[config.mk]
export PLATFORM = sky130hd
export DESIGN_NAME = dispensador_cambio
export DESIGN_NICKNAME = d
export VERILOG_FILES = /design/src/rtl/dispensador_pkg.sv /design/src/rtl/dispensador_cambio_sincronizador.sv /design/src/rtl/dispensador_cambio.sv
export SDC_FILE = /design/constraint.sdc
export NUM_CORES = 1
export LEC_CHECK = 0
export BUFFER_PORTS_ARGS = -buffer_cell sky130_fd_sc_hd__buf_2
export CORE_MARGIN = 2
export CORE_UTILIZATION = 57
export CTS_CLUSTER_DIAMETER = 80
export DETAILED_ROUTE_END_ITERATION = 8
export PLACE_DENSITY = 0.77
export SLEW_MARGIN = 15
export SYNTH_ARGS = -nofsm -noshare
export SYNTH_HDL_FRONTEND = slang
export SYNTH_SLANG_ARGS = --single-unit
[constraint.sdc]
create_clock -name clk -period 2.2 [get_ports clk]
set_clock_uncertainty 0.1 [all_clocks]
set_input_delay 0.22 -clock clk [delete_from_list [all_inputs] [get_ports clk]]
set_output_delay 0.22 -clock clk [all_outputs]
set_load 0.01 [all_outputs]
[src/rtl/dispensador_pkg.sv]
// Shared types and constants for the change/product dispenser.
package dispensador_pkg;

  typedef enum logic [2:0] {
    ST_IDLE      = 3'd0,
    ST_PRODUCT   = 3'd1,
    ST_HOPPER    = 3'd2,
    ST_WAIT_COIN = 3'd3,
    ST_GAP       = 3'd4,
    ST_FAULT     = 3'd5
  } state_t;

  localparam logic [1:0] CODE_NONE = 2'd0;
  localparam logic [1:0] CODE_10   = 2'd1;
  localparam logic [1:0] CODE_20   = 2'd2;
  localparam logic [1:0] CODE_RSVD = 2'd3;

  // One queued dispense request: product release flag plus coins to pay out.
  typedef struct packed {
    logic       vend;
    logic [1:0] coins;
  } entry_t;

endpackage

[src/rtl/dispensador_cambio_sincronizador.sv]
// Two-flop synchronizer for an asynchronous optical sensor, followed by a
// rising-edge detector on the synchronized level.
module sincronizador_flanco (
  input  logic clk,
  input  logic rst,
  input  logic async_in,
  output logic rise
);

  // sync_q[0..1] form the synchronizer, sync_q[2] holds the previous level.
  logic [2:0] sync_q;

  // Shift the sensor level through the synchronizer chain.
  always_ff @(posedge clk) begin
    if (rst) sync_q <= 3'b000;
    else     sync_q <= {sync_q[1:0], async_in};
  end

  assign rise = sync_q[1] & ~sync_q[2];

endmodule

[src/rtl/dispensador_cambio.sv]
// Actuator-side dispenser: buffers vend/change requests in a 2-entry FIFO and
// sequences the product motor and the 10-peso coin hopper, confirming every
// action with a synchronized optical sensor edge.
//
// Handshake: a request is offered whenever vend | (change_code != 0) in a
// cycle; it is taken when the queue has room or is popped that same cycle,
// otherwise it is dropped and overrun latches. There is no back-pressure.
module dispensador_cambio
  import dispensador_pkg::*;
#(
  parameter int unsigned PULSE_CYCLES   = 4,
  parameter int unsigned GAP_CYCLES     = 2,
  parameter int unsigned TIMEOUT_CYCLES = 16
) (
  input  logic       clk,
  input  logic       rst,
  input  logic       vend,
  input  logic [1:0] change_code,
  input  logic       product_sense,
  input  logic       coin_sense,
  output logic       motor_on,
  output logic       hopper_pulse,
  output logic       busy,
  output logic       full,
  output logic       overrun,
  output logic       bad_code,
  output logic       fault
);

  localparam int unsigned MAX_AB  = (PULSE_CYCLES > GAP_CYCLES) ? PULSE_CYCLES : GAP_CYCLES;
  localparam int unsigned MAX_CYC = (MAX_AB > TIMEOUT_CYCLES) ? MAX_AB : TIMEOUT_CYCLES;
  localparam int unsigned TIMER_W = $clog2(MAX_CYC + 1);

  localparam logic [TIMER_W-1:0] PULSE_LAST   = TIMER_W'(PULSE_CYCLES - 1);
  localparam logic [TIMER_W-1:0] GAP_LAST     = TIMER_W'(GAP_CYCLES - 1);
  localparam logic [TIMER_W-1:0] TIMEOUT_LAST = TIMER_W'(TIMEOUT_CYCLES - 1);

  state_t             state, state_next;
  logic [TIMER_W-1:0] timer;
  logic [1:0]         coins_a;
  logic               coin_hit;
  logic               product_rise, coin_rise;
  logic               pop, coin_dec;

  entry_t     q_mem [2];
  logic       q_wr, q_rd;
  logic [1:0] q_count;
  entry_t     req_entry, head;
  logic       req_valid, push;

  sincronizador_flanco u_sync_product (
    .clk      (clk),
    .rst      (rst),
    .async_in (product_sense),
    .rise     (product_rise)
  );

  sincronizador_flanco u_sync_coin (
    .clk      (clk),
    .rst      (rst),
    .async_in (coin_sense),
    .rise     (coin_rise)
  );

  // Reserved code 3 still dispenses the product (if any) but no coins.
  assign req_valid       = vend | (change_code != CODE_NONE);
  assign req_entry.vend  = vend;
  assign req_entry.coins = (change_code == CODE_RSVD) ? 2'd0 : change_code;
  assign full            = (q_count == 2'd2);
  assign push            = req_valid & (~full | pop);
  assign head            = q_mem[q_rd];
  assign busy            = (state != ST_IDLE) | (q_count != 2'd0);
  assign fault           = (state == ST_FAULT);

  // Queue storage: no reset needed, occupancy is tracked by q_count.
  always_ff @(posedge clk) begin
    if (push) q_mem[q_wr] <= req_entry;
  end

  // Queue pointers and occupancy; pop and push may coincide even when full.
  always_ff @(posedge clk) begin
    if (rst) begin
      q_wr    <= 1'b0;
      q_rd    <= 1'b0;
      q_count <= 2'd0;
    end else begin
      if (push) q_wr <= ~q_wr;
      if (pop)  q_rd <= ~q_rd;
      q_count <= q_count + {1'b0, push} - {1'b0, pop};
    end
  end

  // Sticky error flags, cleared only by reset.
  always_ff @(posedge clk) begin
    if (rst) begin
      overrun  <= 1'b0;
      bad_code <= 1'b0;
    end else begin
      if (req_valid && full && !pop)    overrun  <= 1'b1;
      if (change_code == CODE_RSVD)     bad_code <= 1'b1;
    end
  end

  // State, timer, active coin count and early-coin latch.
  always_ff @(posedge clk) begin
    if (rst) begin
      state    <= ST_IDLE;
      timer    <= '0;
      coins_a  <= 2'd0;
      coin_hit <= 1'b0;
    end else begin
      state <= state_next;
      if (state_next != state)  timer <= '0;
      else if (timer != '1)     timer <= timer + 1'b1;
      if (pop)                  coins_a <= head.coins;
      else if (coin_dec)        coins_a <= coins_a - 2'd1;
      if (coin_dec)                                            coin_hit <= 1'b0;
      else if (state == ST_HOPPER && coin_rise)                coin_hit <= 1'b1;
      else if (state != ST_HOPPER && state != ST_WAIT_COIN)    coin_hit <= 1'b0;
    end
  end

  // Next-state and actuator decode.
  always_comb begin
    state_next   = state;
    pop          = 1'b0;
    coin_dec     = 1'b0;
    motor_on     = 1'b0;
    hopper_pulse = 1'b0;
    case (state)
      ST_IDLE: begin
        if (q_count != 2'd0) begin
          pop = 1'b1;
          if (head.vend)               state_next = ST_PRODUCT;
          else if (head.coins != 2'd0) state_next = ST_HOPPER;
        end
      end
      ST_PRODUCT: begin
        motor_on = 1'b1;
        if (product_rise)               state_next = (coins_a != 2'd0) ? ST_HOPPER : ST_IDLE;
        else if (timer == TIMEOUT_LAST) state_next = ST_FAULT;
      end
      ST_HOPPER: begin
        hopper_pulse = 1'b1;
        if (timer == PULSE_LAST) state_next = ST_WAIT_COIN;
      end
      ST_WAIT_COIN: begin
        if (coin_rise || coin_hit) begin
          coin_dec   = 1'b1;
          state_next = ST_GAP;
        end else if (timer == TIMEOUT_LAST) begin
          state_next = ST_FAULT;
        end
      end
      ST_GAP: begin
        if (timer == GAP_LAST) state_next = (coins_a != 2'd0) ? ST_HOPPER : ST_IDLE;
      end
      ST_FAULT: state_next = ST_FAULT;
      default:  state_next = ST_IDLE;
    endcase
  end

endmodule

# Word level (Yosys, flattened, before mapping)
# Memory sizes are Yosys's and may differ from the RTL's. A register that Yosys moved wholly into a read port is not among the register bits.
# Cells that the tools add are included.
# totals
ram_bits	6
register_bits	23
elab_cells	82
out_inout_bits	7
input_bits	7
memories	1
# classes
n_bitwise	11
eq_ne	14
n_addsub	4
reduce_logical	16
mux	25
# memory_table
memory	depth	word_bits	read_ports	rd_clocked_by_memory_dff	write_ports	line	rtl
q_mem	2	3	1	1	1	dispensador_cambio.sv:45	entry_t q_mem [2];
# ops
op	n
two-way mux 3 bit	8
one-hot mux 3 bit (6 select lines)	1
two-way mux 1 bit	12
nonzero test 2 bit	6
two-way mux 2 bit	4
== test 3 x 2 -> 1 bit, second input constant	2
== test 3 bit, second input constant	2
!= test 3 x 2 -> 1 bit, second input constant	2
adder 5 x 1 -> 5 bit, second input constant	1
== test 5 x 1 -> 1 bit, second input constant	1
== test 5 x 2 -> 1 bit, second input constant	1
== test 5 x 4 -> 1 bit, second input constant	1
!= test 5 bit, second input constant	1
NOT 1 bit	5
== test 2 bit, second input constant	2
logical AND 1 bit	4
OR reduction 2 bit	2
AND 1 bit	3
== test 3 x 1 -> 1 bit, second input constant	1
zero test 3 bit	1
!= test 3 bit	1
OR 1 bit	3
nonzero test 3 bit	1
adder 2 x 1 -> 2 bit	1
4 further kinds	4

# Longest topological paths before layout
# Gate-level depths: netlist of run 1.
# logic_depth
depth_word	7
depth_mapped	9
mapped_depth_nobuf	8

# By module
# A second synthesis of run 1 with hierarchy kept.
# unflattened
hier_cells	144
hier_area_um2	1451.4
# modules_own_cells
module	area_per_inst_um2	cells_each	seq_area_each_um2	n_inst
dispensador_cambio	1276.2	130	540.5	1
sincronizador_flanco	87.6	7	60.1	2

# Worst setup path before layout of run 1
# No wires, ideal clock.
# synth_timing
kind	register to register
startpoint	register timer[0]
endpoint	register timer[1]
arrival_ns	1.803
n_path_buf	0
required_ns	2.020
path_stages_with_launch	9
setup_time_ns	0.080
period_less_slack_ns	1.982
slack_ns	0.218
path_cell_list	dfxtp_1 > ha_1 > and3_1 > ha_1 > nand2_1 > or4_1 > o211ai_2 > o2111ai_4 > a211oi_2
# synth_via
elab_chain_len	6
word_cells_on_any_way	13
cone_classes	1 x add/sub; 5 x eq/ne; 6 x mux; 1 x reduce/logical
# synth_rtl
item	line	rtl
start: declaration	dispensador_cambio.sv:39	logic [TIMER_W-1:0] timer;
start signal: assignment	dispensador_cambio.sv:114	else if (timer != '1) timer <= timer + 1'b1;
== test 5 x 4 -> 1 bit	dispensador_cambio.sv:141, dispensador_cambio.sv:151	
two-way mux 3 bit	dispensador_cambio.sv:141, dispensador_cambio.sv:151	
two-way mux 3 bit (on tied branches)	dispensador_cambio.sv:148, dispensador_cambio.sv:140	
one-hot mux 3 bit (6 select lines)	dispensador_cambio.sv:130	case (state)
!= test 3 bit	dispensador_cambio.sv:113	if (state_next != state) timer <= '0;
OR reduction 2 bit (no line)	--	
# Several ways; a longest one is shown, not always the timed one.
# A chain may end at the register's enable or synchronous reset.

# Final worst setup path of run 1
# Same ends and word-level chain as after synthesis.

==> results.json, run 1 <==
{
  "status": "completed",
  "r2r_start": "timer[0]$_SDFFE_PP0P_",
  "path_clk_slew_ns": 0.09,
  "hold_viol": 0,
  "slew_headroom": 0.7052,
  "netlist_area_mm2": 0.001454,
  "antenna_found_initial": 0,
  "hpwl_mm": 1.876,
  "synth_edf_count": 6,
  "fmax_mhz": 475.2,
  "layout_common_cells": "dfxtp_1, nor2_1, nor2b_1, buf_2",
  "die_area_mm2": 0.002971,
  "clock_latency_ns": 0.32,
  "drt_iter0_drc": 18,
  "grt_max_degree": 21,
  "fin_util": 0.6662,
  "stdcell_count": 198,
  "end_kind": "register",
  "gp_congestion": 0.8145,
  "power.leakage_nw": 0.6217,
  "worst_setup_path_start_kind": "register",
  "clockPowerShare": 0.158,
  "min_path_type": "in -> reg",
  "ir_drop_mv": 0.9266,
  "powerDensity_mw_per_mm2": 1149,
  "synth_nets": 160,
  "setup-tns-final_ns": 0,
  "grt_pass1_wl_mm": 4.305,
  "cts_buffers": 5,
  "cts_root_buf": "clkbuf_4",
  "dp_cells": 187,
  "min_from": "change_code[1]",
  "power_switching_mw": 0.7092,
  "coreArea_mm2": 0.002455,
  "required_ns": 2.35,
  "fin_ws_ns": 0.09578,
  "layout-drive-gt1-share": 0.1964,
  "fp.dieW_um": 54.51,
  "syn_inst": 147,
  "grt.overflow.total": 0,
  "ctsLongestPathBuffers": 2,
  "post_cts_buffers": 0,
  "num_rows": 18,
  "seqPwrFrac": 0.425,
  "viasPerCell": 5.485,
  "area_growth_pct": 12.48,
  "htree_num_levels": 2,
  "wl_per_cell_um": 13.60,
  "criticalPathCategory": "reg -> reg",
  "io_buffers": 13,
  "min_period_ns": 2.104,
  "io-pin-count": 14,
  "ant_nets": 0,
  "drtPass1Iterations": 4,
  "ys_async_sr_fraction": 0,
  "ys_seq_area_frac": 0.4544,
  "cp.arrival_ns": 2.25,
  "fin_crit_sh": 0.9565,
  "drc_errors": 0,
  "finalWirelength_mm": 2.693,
  "vias": 1086,
  "layout_commonest_cell": "dfxtp_1",
  "cts_tree": "built",
  "syn_avg_cell_area_um2": 9.890,
  "grt_pass1_vias": 1019,
  "combPwrFrac": 0.417,
  "worstPathMaxFanout": 5,
  "initial_core_util": 0.5923,
  "switching_share": 0.3774,
  "cp-startpoint": "timer[0]$_SDFFE_PP0P_",
  "worst_slew_pin_slew_ns": 0.4388,
  "max-cap-violations": 0,
  "p_int_mw": 1.170,
  "ys_ff_latch": 30,
  "nNetsFinal": 180,
  "die_y_um": 54.51,
  "pre_cts_slack_ns": 0.01802,
  "num_antenna_cells": 0,
  "yosysWarnings": 0,
  "grt.total_usage": 0.2162,
  "finalSetupViolCount": 0,
  "drv_slew": 0,
  "clock_sinks": 30,
  "synth.distinct_cells": 43,
  "synthFlopType": "dfxtp_1"
}
-- synthesized netlist by cell type (2+ instances only) --
cell	n	share of area
xnor2_1	6	0.036
edfxtp_1	6	0.12
ha_1	6	0.052
o21ai_1	2	0.0069
nand2b_1	3	0.013
mux2i_1	2	0.014
clkbuf_1	2	0.0052
nor3b_1	2	0.010
nor2b_1	14	0.060
a211oi_1	4	0.021
nand2_1	8	0.021
dfxtp_1	24	0.33
nor3_1	8	0.028
a211oi_2	3	0.026
a21oi_1	5	0.017
inv_1	7	0.018
nor2_1	18	0.046
xor2_1	2	0.012
-- power groups by stage --
stage	combinational (mW)	sequential [mW]	clock, mW
floorplan	0.619	0.761	0
global placement	0.756	0.797	0
detailed placement	0.778	0.804	0
CTS	0.790	0.793	0.308
global route	0.879	0.816	0.326
finish	0.783	0.799	0.297
-- flip-flops by register name, summed over array words and instances, names as in the netlist, named ones only --
register               cells
bad_code                   1
coin_hit                   1
coins_a                    2
overrun                    1
q_count                    2
q_mem                      6
q_rd                       1
q_wr                       1
state                      3
timer                      5
u_sync_coin.sync_q         3
u_sync_product.sync_q      3
-- path summary, 6_finish.rpt --
kind,to,slack [ns],cells after the start
hold reg to reg,u_sync_coin.sync_q[1]$_SDFF_PP0_,0.35,1
setup / recovery,timer[1]$_SDFFE_PP0P_,0.1,8
hold / removal,bad_code$_SDFFE_PP0N_,0.07,3
setup reg to reg,timer[1]$_SDFFE_PP0P_,0.1,8
-- metrics by stage --
| step | area [um2] | power, mW | hold slack [ns] |
|---|---|---|---|
| after floorplan | 1454 | 1.380 | 0.2189 |
| after global placement | 1544 | 1.554 | 0.3232 |
| after detailed placement | 1544 | 1.582 | 0.3334 |
| after CTS | 1625 | 1.892 | 0.05701 |
| after global routing | 1635 | 2.021 | 0.09766 |
| final | 1635 | 1.879 | 0.07113 |
-- per-layer routing --
layer	track usage	vias to the layer above	part of all wire
li1	-	556	-
met1	0.2269	497	0.42
met2	0.3815	27	0.52
met3	0.07377	6	0.047
met4	0.1083	0	0.018
met5	0	-	0
-- cell families (layout without fill, tap and decap cells) --
logic type / count (synthesis) / count (layout) / synth area share
flops: 30 / 30 / 0.4544
buf+inv: 13 / 34 / 0.03958
mux: 3 / 3 / 0.02151
simple gates: 62 / 62 / 0.2289
xor+xnor: 8 / 8 / 0.04819
fa+ha+maj: 6 / 6 / 0.05163
compound gates: 25 / 25 / 0.1558
-- critical path, stage by stage (launching register included) --
cell	delay (ns)
dfxtp_4	0.38
ha_2	0.20
and3_1	0.19
ha_1	0.17
nand2_1	0.08
or4_4	0.45
o211ai_2	0.10
o2111ai_4	0.19
a211oi_2	0.17
-- final cells by class --
type	instances	area, um2
fillers	207	819.5
multi-input cells	104	742.0
flip-flops and latches	30	665.6
repair buffers	18	110.1
clock buffers	6	41.29
well taps	30	37.54
inverters	8	30.03
clock inverters	2	8.758
-- timing repair --
item,in CTS,in global routing
pin swaps,0,2
resized for setup,1,4
hold endpoints to repair,4,0
setup endpoints to repair,1,2
hold buffers,3,0
(Power assumes the default switching activity.)
==> inputs of run 2 (changes only) <==
--- a/config.mk
+++ b/config.mk
@@ -5,12 +5,13 @@
 export SDC_FILE = /design/constraint.sdc
 export NUM_CORES = 1
 export LEC_CHECK = 0
+export ABC_AREA = 1
 export BUFFER_PORTS_ARGS = -buffer_cell sky130_fd_sc_hd__buf_2
-export CORE_MARGIN = 2
-export CORE_UTILIZATION = 57
+export CORE_UTILIZATION = 58
 export CTS_CLUSTER_DIAMETER = 80
+export CTS_CLUSTER_SIZE = 8
 export DETAILED_ROUTE_END_ITERATION = 8
-export PLACE_DENSITY = 0.77
+export PLACE_DENSITY = 0.78
 export SLEW_MARGIN = 15
 export SYNTH_ARGS = -nofsm -noshare
 export SYNTH_HDL_FRONTEND = slang
==> run 2 against run 1 <==
  * Die area rose by 2.5%
  * Combinational power rose by 3.7%
  * Maximum frequency rose by 3.8%
  * Via count rose by 24%
  * Sequential cell count did not move
  * Core utilization rose by 3.6 points
  * Register-to-register slack improved by 0.08 ns
  * Critical path depth rose by 2
  * Non-clock buffer count fell by 1
  * Design area rose by 10%
  * Sequential share of layout area fell by 4.1 points
  * Largest cell class unchanged
  * Highest routed layer unchanged
==> results.json, run 2 <==
{
  "fmax_mhz": 493.1,
  "num_antenna_cells": 0,
  "p_int_mw": 1.112,
  "rrSetupSlack_ns": 0.17,
  "ys_seq_area_frac": 0.4027,
  "path_clk_slew_ns": 0.08,
  "nNetsFinal": 246,
  "fin_ws_ns": 0.1720,
  "grt_max_degree": 17,
  "viasPerCell": 5.121,
  "synthTopCellsByArea": "dfxtp_1, edfxtp_1, inv_1",
  "num_rows": 18,
  "cts_root_buf": "clkbuf_4",
  "synth_top_area_cell": "dfxtp_1",
  "io_buffers": 13,
  "vias": 1352,
  "required_ns": 2.31,
  "cp.arrival_ns": 2.14,
  "drt_iter0_drc": 23,
  "coreArea_mm2": 0.002567,
  "gp_congestion": 0.8457,
  "min_path_type": "in -> reg",
  "yosysWarnings": 0,
  "crit_buf_inv": 1,
  "layout_common_cells": "inv_1, nand2_1, dfxtp_1, nor2_1, buf_2",
  "reg2reg_to": "q_count[1]$_SDFF_PP0_",
  "clock_latency_ns": 0.33,
  "synth_top_area_share": 0.2929,
  "antenna_found_initial": 0,
  "io-pin-count": 14,
  "switching_share": 0.4188,
  "powerDensity_mw_per_mm2": 1061,
  "ir_drop_mv": 0.8265,
  "initial_core_util": 0.6389,
  "grt_pass1_vias": 1184,
  "cts_buffers": 5,
  "synthFlopType": "dfxtp_1",
  "netlist_area_mm2": 0.001640,
  "r2r_start": "state[1]$_SDFF_PP0_",
  "wl_per_cell_um": 11.76,
  "combPwrFrac": 0.424,
  "finalWirelength_mm": 3.105,
  "whs_path_depth": 3,
  "ctsLongestPathBuffers": 2,
  "pre_cts_slack_ns": 0.1689,
  "min_to": "u_sync_product.sync_q[0]$_SDFF_PP0_",
  "slowest_stage": "dfxtp_1",
  "drc_errors": 0,
  "cts_tree": "built",
  "fp.dieW_um": 55.18,
  "hold_slack_ns": 0.008990,
  "yosys.cell_count.top_type": "inv_1",
  "drv_slew": 0,
  "clockPowerShare": 0.170,
  "finalSetupViolCount": 0,
  "ant_nets": 0,
  "power.leakage_nw": 0.8875,
  "crit_chain": "nor3_4 -> nand2_2 -> a21oi_2 -> nand2_1 -> nand2_1 -> ha_1 -> xor2_1 -> inv_1 -> o21ai_0 -> a21oi_1",
  "drtPass1Iterations": 4,
  "cpPeakStageDelay_ns": 0.46,
  "critical_path.top_delay_family": "simple AND/OR/NAND/NOR gates",
  "layout-drive-gt1-share": 0.2179,
  "worst_setup_path_start_kind": "register",
  "end_kind": "register",
  "r2r_cells": 10,
  "ys_async_sr_fraction": 0,
  "fin_crit_sh": 0.9218,
  "top_register": "q_mem",
  "largest_reg_flops": 6,
  "status": "completed",
  "criticalPathCategory": "reg -> reg",
  "die_area_mm2": 0.003045,
  "synth.distinct_cells": 30,
  "critPathMostFrequentCell": "nand2_1",
  "nFillCells": 227,
  "grt_pass1_wl_mm": 4.919,
  "post_cts_buffers": 0,
  "p_total_mw": 1.913,
  "area_growth_pct": 9.916,
  "ys_ff_latch": 30,
  "die_y_um": 55.18,
  "grt.overflow.total": 0,
  "slew_headroom": 0.6872,
  "synth_edf_count": 6,
  "max-cap-violations": 0,
  "clock_sinks": 30,
  "worstPathMaxFanout": 8,
  "synth.top_cells.by_count": "inv_1, nand2_1, dfxtp_1",
  "syn_inst": 213,
  "grt.total_usage": 0.2394,
  "min_period_ns": 2.028,
  "syn_avg_cell_area_um2": 7.701,
  "worst_slew_pin_slew_ns": 0.4686,
  "synth_nets": 226,
  "min_from": "product_sense",
  "regArea_um2": 660.6,
  "power_switching_mw": 0.8011,
  "hold_viol": 0,
  "largestRegisters": "q_mem (6), timer (5)",
  "multi_input_area_um2": 765.7,
  "htree_num_levels": 2,
  "seqPwrFrac": 0.405,
  "layout_commonest_cell": "inv_1",
  "hpwl_mm": 2.412
}
## run 2: cell types whose count changed in the layout (fill, tap and decap cells not counted), sizes merged, moves of 3 or more
cell,previous run,this run
nand2b,3,0
xnor2,6,0
nor2,18,30
o21ai,2,7
a21oi,5,11
nand3,1,11
nand2,8,47
nor2b,14,0
a211oi,7,2
inv,7,46
## run 2: worst max-delay path by stage
stage / slack (ns) / from / to / cells after the start
after floorplan: 0.40 / state[2]$_SDFF_PP0_ / q_count[1]$_SDFF_PP0_ / 11
after global placement: 0.25 / state[1]$_SDFF_PP0_ / q_count[1]$_SDFF_PP0_ / 10
after detailed placement: 0.17 / state[1]$_SDFF_PP0_ / q_count[1]$_SDFF_PP0_ / 10
after CTS: 0.14 / state[1]$_SDFF_PP0_ / q_count[1]$_SDFF_PP0_ / 10
after global routing: -0.01 / state[1]$_SDFF_PP0_ / q_count[1]$_SDFF_PP0_ / 10
final: 0.17 / state[1]$_SDFF_PP0_ / q_count[1]$_SDFF_PP0_ / 10
## run 2: stage by stage
step | std cells | instance area (um2) | util | TNS (ns)
6_report | 264 | 1803 | 0.7022 | 0
5_1_grt | 264 | 1803 | 0.7022 | -0.01098
4_1_cts | 264 | 1799 | 0.7008 | 0
3_5_place_dp | 254 | 1720 | 0.6701 | 0
3_3_place_gp | 254 | 1720 | 0.6701 | 0
2_1_floorplan | 213 | 1640 | - | 0
## run 2: power by group through the flow
stage                     logic, mW  clock network [mW]  registers [mW]
after floorplan               0.676                   0           0.744
after global placement        0.764                   0           0.779
after detailed placement      0.796                   0           0.787
after CTS                     0.807               0.332           0.774
after global routing          0.920               0.353           0.789
final                         0.812               0.326           0.775
## run 2: kinds of logic (layout without fill, tap and decap cells)
logic type,Yosys count,in the layout,synth area share
adders and majority gates,6,6,0.04577
xor gates and xnor gates,4,4,0.02136
buffers and inverters,50,71,0.1327
DFF,30,30,0.4027
AOI/OAI and AO/OA,23,23,0.07780
and+or+nand+nor,100,100,0.3196
## run 2: timing repair
item,CTS,global route
hold buffers,2,0
gates resized for setup,0,1
hold endpoints to repair,3,0
setup endpoints to repair,0,1
## run 2: worst reg2reg max path, stage by stage (launching register included)
cell     delay [ns]
dfxtp_1        0.46
nor3_4         0.29
nand2_2        0.15
a21oi_2        0.20
nand2_1        0.07
nand2_1        0.07
ha_1           0.15
xor2_1         0.15
inv_1          0.06
o21ai_0        0.16
a21oi_1        0.06
## run 2: metal layers
metal	up-vias	GRT usage	part of all wire
li1	703	-	-
met1	608	0.2867	0.46
met2	29	0.3896	0.46
met3	12	0.08743	0.050
met4	0	0.09167	0.024
met5	-	0	0
## run 2: cell type report
type	instances	area share
inverters	46	0.09993
well taps	30	0.02082
flip-flops and latches	30	0.3664
multi-input cells	133	0.4247
clock buffers	6	0.02845
repair buffers	17	0.05552
clock inverters	2	0.004164
